<file path="config.mk">
export PLATFORM = sky130hd
export DESIGN_NAME = sample_word_unpacker_flat
export DESIGN_NICKNAME = d
export VERILOG_FILES = /design/src/rtl/sample_word_unpacker_pkg.sv /design/src/rtl/sample_word_unpacker_if.sv /design/src/rtl/cmd_buffer.sv /design/src/rtl/sample_word_unpacker_coeff_mask.sv /design/src/rtl/sample_word_unpacker.sv /design/src/flat_wrapper.sv
export SDC_FILE = /design/constraint.sdc
export NUM_CORES = 1
export LEC_CHECK = 0
export CORE_ASPECT_RATIO = 0.9
export CORE_MARGIN = 5
export CORE_UTILIZATION = 30
export DETAILED_ROUTE_END_ITERATION = 8
export GPL_TIMING_DRIVEN = 0
export PLACE_DENSITY = 0.55
export SLEW_MARGIN = 30
export SYNTH_ARGS = -nofsm -noshare
export SYNTH_HDL_FRONTEND = slang
export SYNTH_SLANG_ARGS = --single-unit
</file>
<file path="constraint.sdc">
create_clock -name clk -period 4.3 [get_ports clk]
set_clock_uncertainty 0.15 [all_clocks]
set_input_delay 0.645 -clock clk [delete_from_list [all_inputs] [get_ports clk]]
set_output_delay 0.645 -clock clk [all_outputs]
set_load 0.005 [all_outputs]
</file>
<file path="src/rtl/sample_word_unpacker_pkg.sv">
// Shared types, widths and helpers for the sample word unpacker.
// Splits 64-bit sampled words into four masked 16-bit coefficients.
package sample_word_unpacker_pkg;

    localparam int unsigned NUM_WORDS_BITS = 12;
    localparam int unsigned CMD_BUF_SIZE   = 2;
    localparam int unsigned LOGQ_W         = 4;
    localparam int unsigned CMD_SIZE       = LOGQ_W + NUM_WORDS_BITS;
    localparam int unsigned COEFF_W        = 16;
    localparam int unsigned LANES          = 4;
    localparam int unsigned LANE_W         = 2;
    localparam int unsigned WORD_W         = COEFF_W * LANES;

    typedef enum logic [1:0] {
        ST_IDLE  = 2'd0,
        ST_LOAD  = 2'd1,
        ST_RUN   = 2'd2,
        ST_DRAIN = 2'd3
    } state_t;

    typedef struct packed {
        logic [LOGQ_W-1:0]         log_q;
        logic [NUM_WORDS_BITS-1:0] num_words;
    } cmd_t;

    // logQ of 0 encodes the full 16-bit coefficient width
    function automatic logic [COEFF_W-1:0] coeff_mask_f(input logic [LOGQ_W-1:0] log_q);
        logic [COEFF_W:0] w_full;
        w_full = (COEFF_W+1)'(1) << log_q;
        return (log_q == '0) ? '1 : COEFF_W'(w_full - (COEFF_W+1)'(1));
    endfunction

endpackage

</file>
<file path="src/rtl/sample_word_unpacker_if.sv">
// Command, word-input and coefficient-output handshakes of the sample word unpacker.
interface sample_word_unpacker_if;
    import sample_word_unpacker_pkg::*;

    cmd_t                cmd;
    logic                cmd_isReady;
    logic                cmd_canReceive;
    logic [WORD_W-1:0]   in_data;
    logic                in_isReady;
    logic                in_canReceive;
    logic                in_isLast_in;
    logic                in_isLast_out;
    logic [COEFF_W-1:0]  out_data;
    logic                out_isReady;
    logic                out_canReceive;
    logic                out_isLast;

    modport master (
        output cmd, cmd_isReady, in_data, in_isReady, in_isLast_in, out_canReceive,
        input  cmd_canReceive, in_canReceive, in_isLast_out, out_data, out_isReady, out_isLast
    );

    modport slave (
        input  cmd, cmd_isReady, in_data, in_isReady, in_isLast_in, out_canReceive,
        output cmd_canReceive, in_canReceive, in_isLast_out, out_data, out_isReady, out_isLast
    );

endinterface

</file>
<file path="src/rtl/cmd_buffer.sv">
// Small FIFO holding pending commands until the consumer loads them.
module cmd_buffer #(
    parameter int unsigned CmdSize = 16,
    parameter int unsigned BufSize = 2
) (
    input  logic               clk,
    input  logic               rst_n,
    input  logic [CmdSize-1:0] i_data,
    input  logic               i_push,
    input  logic               i_pop,
    output logic [CmdSize-1:0] o_data,
    output logic               o_full,
    output logic               o_empty
);

    localparam int unsigned PtrW = (BufSize > 1) ? $clog2(BufSize) : 1;
    localparam int unsigned CntW = $clog2(BufSize + 1);

    logic [CmdSize-1:0] r_mem [BufSize];
    logic [PtrW-1:0]    r_wr_ptr;
    logic [PtrW-1:0]    r_rd_ptr;
    logic [CntW-1:0]    r_count;
    logic               w_push;
    logic               w_pop;

    function automatic logic [PtrW-1:0] ptr_inc(input logic [PtrW-1:0] ptr);
        return (ptr == PtrW'(BufSize - 1)) ? '0 : ptr + PtrW'(1);
    endfunction

    assign w_push  = i_push && !o_full;
    assign w_pop   = i_pop && !o_empty;
    assign o_full  = (r_count == CntW'(BufSize));
    assign o_empty = (r_count == '0);
    assign o_data  = r_mem[r_rd_ptr];

    always_ff @(posedge clk or negedge rst_n) begin
        if (!rst_n) begin
            r_wr_ptr <= '0;
            r_rd_ptr <= '0;
            r_count  <= '0;
            for (int i = 0; i < int'(BufSize); i++) r_mem[i] <= '0;
        end else begin
            if (w_push) begin
                r_mem[r_wr_ptr] <= i_data;
                r_wr_ptr        <= ptr_inc(r_wr_ptr);
            end
            if (w_pop) r_rd_ptr <= ptr_inc(r_rd_ptr);
            case ({w_push, w_pop})
                2'b10:   r_count <= r_count + CntW'(1);
                2'b01:   r_count <= r_count - CntW'(1);
                default: r_count <= r_count;
            endcase
        end
    end

endmodule

</file>
<file path="src/rtl/sample_word_unpacker_coeff_mask.sv">
// Clears coefficient bits at and above logQ; purely combinational.
module sample_word_unpacker_coeff_mask
    import sample_word_unpacker_pkg::*;
(
    input  logic [LOGQ_W-1:0]  i_log_q,
    input  logic [COEFF_W-1:0] i_coeff,
    output logic [COEFF_W-1:0] o_coeff
);

    assign o_coeff = i_coeff & coeff_mask_f(i_log_q);

endmodule

</file>
<file path="src/rtl/sample_word_unpacker.sv">
// Unpacks commanded runs of 64-bit words into one masked 16-bit coefficient per cycle,
// refilling the word register in the same cycle lane 3 leaves to avoid bubbles.
module sample_word_unpacker
    import sample_word_unpacker_pkg::*;
(
    input  logic                  clk,
    input  logic                  rst,
    sample_word_unpacker_if.slave io_bus
);

    state_t                    r_state;
    state_t                    w_next_state;
    logic [NUM_WORDS_BITS-1:0] r_words_left;
    logic [LOGQ_W-1:0]         r_log_q;
    logic [WORD_W-1:0]         r_word;
    logic                      r_valid;
    logic [LANE_W-1:0]         r_lane;
    logic                      r_rst_done;

    cmd_t                      w_cmd_head;
    logic                      w_cmd_full;
    logic                      w_cmd_empty;
    logic                      w_cmd_push;
    logic                      w_cmd_pop;
    logic                      w_load;
    logic                      w_in_can;
    logic                      w_in_last;
    logic                      w_in_xfer;
    logic                      w_out_xfer;
    logic                      w_lane3_out;
    logic                      w_out_last;
    logic [COEFF_W-1:0]        w_coeff_raw;
    logic [COEFF_W-1:0]        w_coeff_masked;
    logic                      w_unused_last;

    // Producer-side last hint carries no information here
    assign w_unused_last = io_bus.in_isLast_in;

    // Command acceptance is held off for the first cycle after reset release
    assign w_cmd_push = io_bus.cmd_isReady && io_bus.cmd_canReceive;

    cmd_buffer #(
        .CmdSize (CMD_SIZE),
        .BufSize (CMD_BUF_SIZE)
    ) u_cmd_buffer (
        .clk     (clk),
        .rst_n   (rst),
        .i_data  (io_bus.cmd),
        .i_push  (w_cmd_push),
        .i_pop   (w_cmd_pop),
        .o_data  (w_cmd_head),
        .o_full  (w_cmd_full),
        .o_empty (w_cmd_empty)
    );

    assign w_out_xfer  = r_valid && io_bus.out_canReceive;
    assign w_lane3_out = w_out_xfer && (r_lane == LANE_W'(LANES - 1));
    assign w_in_xfer   = io_bus.in_isReady && w_in_can;

    always_ff @(posedge clk or negedge rst) begin
        if (!rst) r_state <= ST_IDLE;
        else      r_state <= w_next_state;
    end

    always_comb begin
        w_next_state = r_state;
        case (r_state)
            ST_IDLE:  if (!w_cmd_empty) w_next_state = ST_LOAD;
            ST_LOAD:  w_next_state = (w_cmd_head.num_words == '0) ? ST_IDLE : ST_RUN;
            ST_RUN:   if (w_in_xfer && (r_words_left == NUM_WORDS_BITS'(1))) w_next_state = ST_DRAIN;
            ST_DRAIN: if (w_out_last && io_bus.out_canReceive) w_next_state = ST_IDLE;
            default:  w_next_state = ST_IDLE;
        endcase
    end

    always_comb begin
        w_cmd_pop  = 1'b0;
        w_load     = 1'b0;
        w_in_can   = 1'b0;
        w_out_last = 1'b0;
        case (r_state)
            ST_LOAD: begin
                w_cmd_pop = 1'b1;
                w_load    = 1'b1;
            end
            ST_RUN:   w_in_can = (!r_valid || w_lane3_out) && (r_words_left != '0);
            ST_DRAIN: w_out_last = r_valid && (r_lane == LANE_W'(LANES - 1)) && (r_words_left == '0);
            default: ;
        endcase
        w_in_last = io_bus.in_isReady && w_in_can && (r_words_left == NUM_WORDS_BITS'(1));
    end

    // Word counter, logQ, word register and lane index
    always_ff @(posedge clk or negedge rst) begin
        if (!rst) begin
            r_words_left <= '0;
            r_log_q      <= '0;
            r_word       <= '0;
            r_valid      <= 1'b0;
            r_lane       <= '0;
            r_rst_done   <= 1'b0;
        end else begin
            r_rst_done <= 1'b1;
            if (w_load) begin
                r_words_left <= w_cmd_head.num_words;
                r_log_q      <= w_cmd_head.log_q;
            end else if (w_in_xfer && (r_words_left != '0)) begin
                r_words_left <= r_words_left - NUM_WORDS_BITS'(1);
            end
            if (w_in_xfer) begin
                r_word  <= io_bus.in_data;
                r_valid <= 1'b1;
                r_lane  <= '0;
            end else if (w_lane3_out) begin
                r_valid <= 1'b0;
                r_lane  <= '0;
            end else if (w_out_xfer) begin
                r_lane  <= r_lane + LANE_W'(1);
            end
        end
    end

    assign w_coeff_raw = r_word[{r_lane, 4'b0000} +: COEFF_W];

    sample_word_unpacker_coeff_mask u_coeff_mask (
        .i_log_q (r_log_q),
        .i_coeff (w_coeff_raw),
        .o_coeff (w_coeff_masked)
    );

    assign io_bus.cmd_canReceive = !w_cmd_full && r_rst_done;
    assign io_bus.in_canReceive  = w_in_can;
    assign io_bus.in_isLast_out  = w_in_last;
    assign io_bus.out_data       = w_coeff_masked;
    assign io_bus.out_isReady    = r_valid;
    assign io_bus.out_isLast     = w_out_last;

endmodule

</file>
<file path="src/flat_wrapper.sv">
// flat-port wrapper written by rule: the top's interface ports become plain ports
module sample_word_unpacker_flat import sample_word_unpacker_pkg::*;
  (clk, rst, io_bus_cmd, io_bus_cmd_isReady, io_bus_in_data, io_bus_in_isReady, io_bus_in_isLast_in, io_bus_out_canReceive, io_bus_cmd_canReceive, io_bus_in_canReceive, io_bus_in_isLast_out, io_bus_out_data, io_bus_out_isReady, io_bus_out_isLast);
  sample_word_unpacker_if io_bus_i ();
  input  logic clk;
  input  logic rst;
  input wire logic [$bits(io_bus_i.cmd)-1:0] io_bus_cmd;
  input wire logic [$bits(io_bus_i.cmd_isReady)-1:0] io_bus_cmd_isReady;
  input wire logic [$bits(io_bus_i.in_data)-1:0] io_bus_in_data;
  input wire logic [$bits(io_bus_i.in_isReady)-1:0] io_bus_in_isReady;
  input wire logic [$bits(io_bus_i.in_isLast_in)-1:0] io_bus_in_isLast_in;
  input wire logic [$bits(io_bus_i.out_canReceive)-1:0] io_bus_out_canReceive;
  output wire logic [$bits(io_bus_i.cmd_canReceive)-1:0] io_bus_cmd_canReceive;
  output wire logic [$bits(io_bus_i.in_canReceive)-1:0] io_bus_in_canReceive;
  output wire logic [$bits(io_bus_i.in_isLast_out)-1:0] io_bus_in_isLast_out;
  output wire logic [$bits(io_bus_i.out_data)-1:0] io_bus_out_data;
  output wire logic [$bits(io_bus_i.out_isReady)-1:0] io_bus_out_isReady;
  output wire logic [$bits(io_bus_i.out_isLast)-1:0] io_bus_out_isLast;
  assign io_bus_i.cmd = io_bus_cmd;
  assign io_bus_i.cmd_isReady = io_bus_cmd_isReady;
  assign io_bus_i.in_data = io_bus_in_data;
  assign io_bus_i.in_isReady = io_bus_in_isReady;
  assign io_bus_i.in_isLast_in = io_bus_in_isLast_in;
  assign io_bus_i.out_canReceive = io_bus_out_canReceive;
  assign io_bus_cmd_canReceive = io_bus_i.cmd_canReceive;
  assign io_bus_in_canReceive = io_bus_i.in_canReceive;
  assign io_bus_in_isLast_out = io_bus_i.in_isLast_out;
  assign io_bus_out_data = io_bus_i.out_data;
  assign io_bus_out_isReady = io_bus_i.out_isReady;
  assign io_bus_out_isLast = io_bus_i.out_isLast;
  sample_word_unpacker u_core (.clk(clk), .rst(rst), .io_bus(io_bus_i));
endmodule
</file>
* After elaboration in Yosys (flattened, before gate mapping)
Cells that the tools add are included. Widths: inputs -> output; s select.
Storage, ports and cells: flip-flop bits (word level) 122, input port bits 86, output and inout port bits 21, logic and storage cells 92
Operators by class: add/subtract/negate cells 7, $lt $le $gt $ge 3, eq/ne operators 11, shifts and indexed selects 2, muxes and demuxes 25, bitwise gates (word level) 3, reduce and logical (&&, ||, !) cells 29
Operators by type and width (count):
- $mux 16 | 5
- $shiftx 64x7->16 | 1
- $bwmux 32 | 1
- $logic_not 12->1 | 2
- $mux 12 | 2
- $and 16x16->16 | 1
- $demux 16 s1 | 1
- $shl 1x4->16 const A | 1
- $sub 16x1->16 const B | 1
- $logic_and 1x1->1 | 14
- $mux 2 | 7
- $eq 12x1->1 const B | 1
- $reduce_bool 12->1 | 1
- $sub 12x1->12 const B | 1
- $eq 2x2->1 const B | 5
- $pmux 2 s4 | 1
- $mux 1 | 7
- $reduce_bool 2->1 | 3
- $add 2x1->2 const B | 2
- $eq 2x1->1 const B | 2
- $ge 2x2->1 const B | 2
- $logic_not 2->1 | 2
- $logic_not 4->1 | 1
- $ne 2x2->1 const B | 2
- other kinds (10) | 14

* Logic depth before layout (Yosys ltp)
depth in word-level cells 9, depth in mapped cells 8, mapped depth without buffers 7

* Cells and area by module
From an unflattened synthesis, not the netlist that was laid out.
Second synthesis, totals: cells, all modules 459, area, all modules 6024.5 µm²
By module, submodules not included:
- sample_word_unpacker | instances 1, cells each 304, area each 4061.4 µm², sequential area each 2152.1 µm²
- cmd_buffer | instances 1, cells each 103, area each 1599.0 µm², sequential area each 900.9 µm²
- sample_word_unpacker_coeff_mask | instances 1, cells each 52, area each 364.1 µm², sequential area each 0.0 µm²

* Worst setup path after synthesis
No wires, ideal clock.
kind reg-to-output, start reg u_core.r_lane[0], end out io_bus_out_data[12], arrival 1.803 ns, required time 3.505 ns, path slack 1.702 ns, cell stages (with the launch flop) 5, path buffers 2, cells stage by stage dfrtp_1 clkbuf_1 buf_2 mux4_2 and2_1
Between the ends: cells in the longest elaborated chain, start to end 2
Ends and longest elaborated chain:
- from (decl) | RTL line sample_word_unpacker.sv:17 | logic [LANE_W-1:0] r_lane;
- from (signal assigned) | RTL line sample_word_unpacker.sv:118 | r_lane <= r_lane + LANE_W'(1);
- $shiftx 64x7->16 | RTL line sample_word_unpacker.sv:123 | assign w_coeff_raw = r_word[{r_lane, 4'b0000} +: COEFF_W];
- $and 16x16->16 | RTL line sample_word_unpacker_coeff_mask.sv:10 | assign o_coeff = i_coeff & coeff_mask_f(i_log_q);
- to (decl) | RTL line flat_wrapper.sv:16 | output wire logic [$bits(io_bus_i.out_data)-1:0] io_bus_out_data;
No other way between the ends.

* Worst setup path in the final report
Ends and elaborated chain as after synthesis.

==> out/results.ini <==
[cells_and_area]
final_common_cell = dfrtp_1
most-common-layout-cells = dfrtp_1, clkdlybuf4s50_1, mux2_2, mux2_4, nor2_1
finalNonFillerCells = 844
nets = 668
diodes = 0
design_area_mm2 = 0.008050
drive_gt1_share_pct = 27.50
syn_to_final_growth_pct = 33.79

[synth]
synth_seq_cells = 122
ys_types = 54
syn_nets = 543
ys_async_sr_fraction_pct = 100.0
synthCells = 451
synth_warnings = 0
yosysSeqAreaShare_pct = 50.74
postSynthAreaPerCell_um2 = 13.34
synth_edf_count = 0
synth_area_mm2 = 0.006017
synthFlopType = dfrtp_1

[clock_tree]
max-clock-path-buffers = 2
tritoncts = done
cts_buffers = 17
post_cts_buffers = 0
path_clk_slew_ps = 60
clk_latency_ps = 420
cts_root_buf = clkbuf_16
ctsHoldBuffers = 0
htreeDepth = 4
cts_sinks = 122
cts_resized = 0

[global_routing]
antenna_found_initial = 1
grt_pass1_vias = 4518
grt_overflow_total = 0
grt_usage_pct = 14.29
grt_pass1_wl_um = 25560
grt_max_degree = 64

[routing]
num_vias = 4138
ant_nets = 0
avgRoutedWirePerCell_um = 18.81
wl_um = 15880
viasPerCell = 4.903
drc = 0
first_pass_iters = 6
drtIter0Drc = 214

[pwr]
p_leak_nw = 3.502
powerDensity_mw_per_mm2 = 344.0
comb_power_share_pct = 4.0
seqPwrFrac_pct = 41.5
switching_share_pct = 21.14
power.share.clock_pct = 54.5
p_sw_mw = 0.5854
intPower_mw = 2.184
ir_worst_vdd_uv = 211.0

[setup_path]
endpoint_kind = primary output
crit_type = register to primary output
worstPathMaxFanout = 10
ff2ff_setup_slack_ps = 1540
cp.arrival_ps = 3070
required_ps = 3500
cp-start-kind = register
rr_startpoint = u_core.r_words_left[0]
r2r.worst_path.cells = 7
timing.rr.end = u_core.r_word[15]

[timing]
clock.fmax_ghz = 0.2584
drv_slew = 0
fin_crit_sh_pct = 90.00
tightest_slew_ps = 861.1
setup_viol = 0
fin_hold_ws_ps = -2.194
slew_headroom_pct = 42.60
rsz0062_at_grt = no
period_minus_slack_ps = 3870
hold_violations = 1

[placed_design]
dp.cells = 812
port_buffers = 105
placed_cell_area_mm2 = 0.007420
place_hpwl_um = 11580
gp_congestion = 0.8190

[hold_path]
hold_class = input pin to async pin

[floorplanning]
core_area_mm2 = 0.01986
io_pins = 107
row_count = 49
start_util_pct = 30.29
dieArea_mm2 = 0.02299
die_x_um = 159.3
die_y_um = 144.4

[outcome]
status = finished, violations left
violations = hold timing

[run]
drv_cap = 0

==> power groups by stage <==
stage               combinational [mW]  sequential [mW]  clock [mW]
global placement                 0.108             1.17           0
detailed placement               0.113             1.17           0
floorplan                      0.00149             1.17           0
finish                           0.111             1.15        1.51
global route                     0.121             1.15        1.58
CTS                              0.114             1.15        1.55
==> state kept, by name, summed over array words and instances (netlist names), named ones only <==
signal and count:
u_core.r_log_q 4, u_core.r_lane 2, u_core.r_state 1, u_core.r_word 64, u_core.u_cmd_buffer.r_mem 32, u_core.u_cmd_buffer.r_wr_ptr 1, u_core.r_words_left 12, u_core.u_cmd_buffer.r_rd_ptr 1
u_core.io_bus.out_isReady 1, u_core.u_cmd_buffer.r_count 2, u_core.r_rst_done 1
==> cell families after synthesis <==
kind of cell / Yosys count / share of synthesized area (%)
compound gates: 56 / 6.488
xor+xnor: 5 / 0.7279
fa+ha+maj: 6 / 1.248
buf+inv: 29 / 2.412
flops: 122 / 50.74
mux: 124 / 28.34
other cells: 1 / 0.06232
simple gates: 108 / 9.981
==> per-stage QoR <==
step | power [mW] | setup WS, ps | TNS, ps | utilization [%] | hold slack [ps]
after global routing | 2.855 | 211.9 | 0 | 40.53 | 31.37
after global placement | 1.278 | -2352 | -285330 | 37.19 | 331.6
after floorplan | 1.172 | 1702 | 0 | - | 199.4
after CTS | 2.809 | 288.7 | 0 | 40.53 | 10.68
after detailed placement | 1.283 | 751.6 | 0 | 37.35 | 341.4
final | 2.769 | 430.1 | 0 | 40.53 | -2.194
==> cell type report <==
cell class	count	area, um^2
fill	1886	11810
sequential	122	3053
multi-input combinational	300	2819
timing repair buffer	106	1084
clock buffer	20	466.7
tap	255	319.1
clock inverter	12	163.9
buffer	25	130.1
inverter	4	15.01
==> worst max path at each step <==
stage,cells after the start,endpoint,start
finish,5,io_bus_out_data[12],u_core.r_lane[0]
global route,5,io_bus_out_data[3],u_core.r_lane[0]
CTS,5,io_bus_out_data[12],u_core.r_lane[0]
detailed placement,5,io_bus_out_data[12],u_core.r_lane[0]
global placement,1,u_core.u_cmd_buffer.r_mem[2],rst
floorplan,4,io_bus_out_data[12],u_core.r_lane[0]
==> layer usage <==
metal	wire, um	vias to the layer above	track usage [%]
met5	11	-	0
met4	176	2	3.905
met3	742	15	4.332
met2	7434	98	22.98
met1	7515	2084	18.94
li1	-	1939	-
==> synth_stat cells (all sizes together) (2+ instances only) <==
cell type / count / area share [%]
nor4: 7 / 0.98
ha: 6 / 1.2
dfrtp: 122 / 51
xnor2: 3 / 0.44
and3: 3 / 0.31
mux2: 97 / 21
and3b: 2 / 0.29
o32ai: 2 / 0.29
xor2: 2 / 0.29
nand2: 19 / 1.2
nand4: 6 / 0.62
nor2: 21 / 1.4
inv: 4 / 0.25
a31oi: 8 / 0.83
a211oi: 4 / 0.50
or2: 2 / 0.21
buf: 11 / 1.3
nor4b: 2 / 0.29
o31ai: 4 / 0.50
and2: 3 / 0.31
a21oi: 3 / 0.25
o31a: 2 / 0.29
o21ai: 12 / 1.0
o211ai: 5 / 0.62
nor2b: 9 / 0.94
or4: 8 / 1.1
nand3: 5 / 0.42
a21boi: 6 / 0.75
nor3: 11 / 0.91
mux4: 16 / 6.0
clkbuf: 14 / 0.87
nand2b: 4 / 0.42
or3: 4 / 0.42
mux2i: 11 / 1.8
==> critical path: stages (launching register included) <==
cell             delay, ps
dfrtp_1                340
clkbuf_1               650
buf_2                  460
mux4_2                 560
and2_1                 160
clkdlybuf4s50_1        480
(Power assumes the default switching activity.)
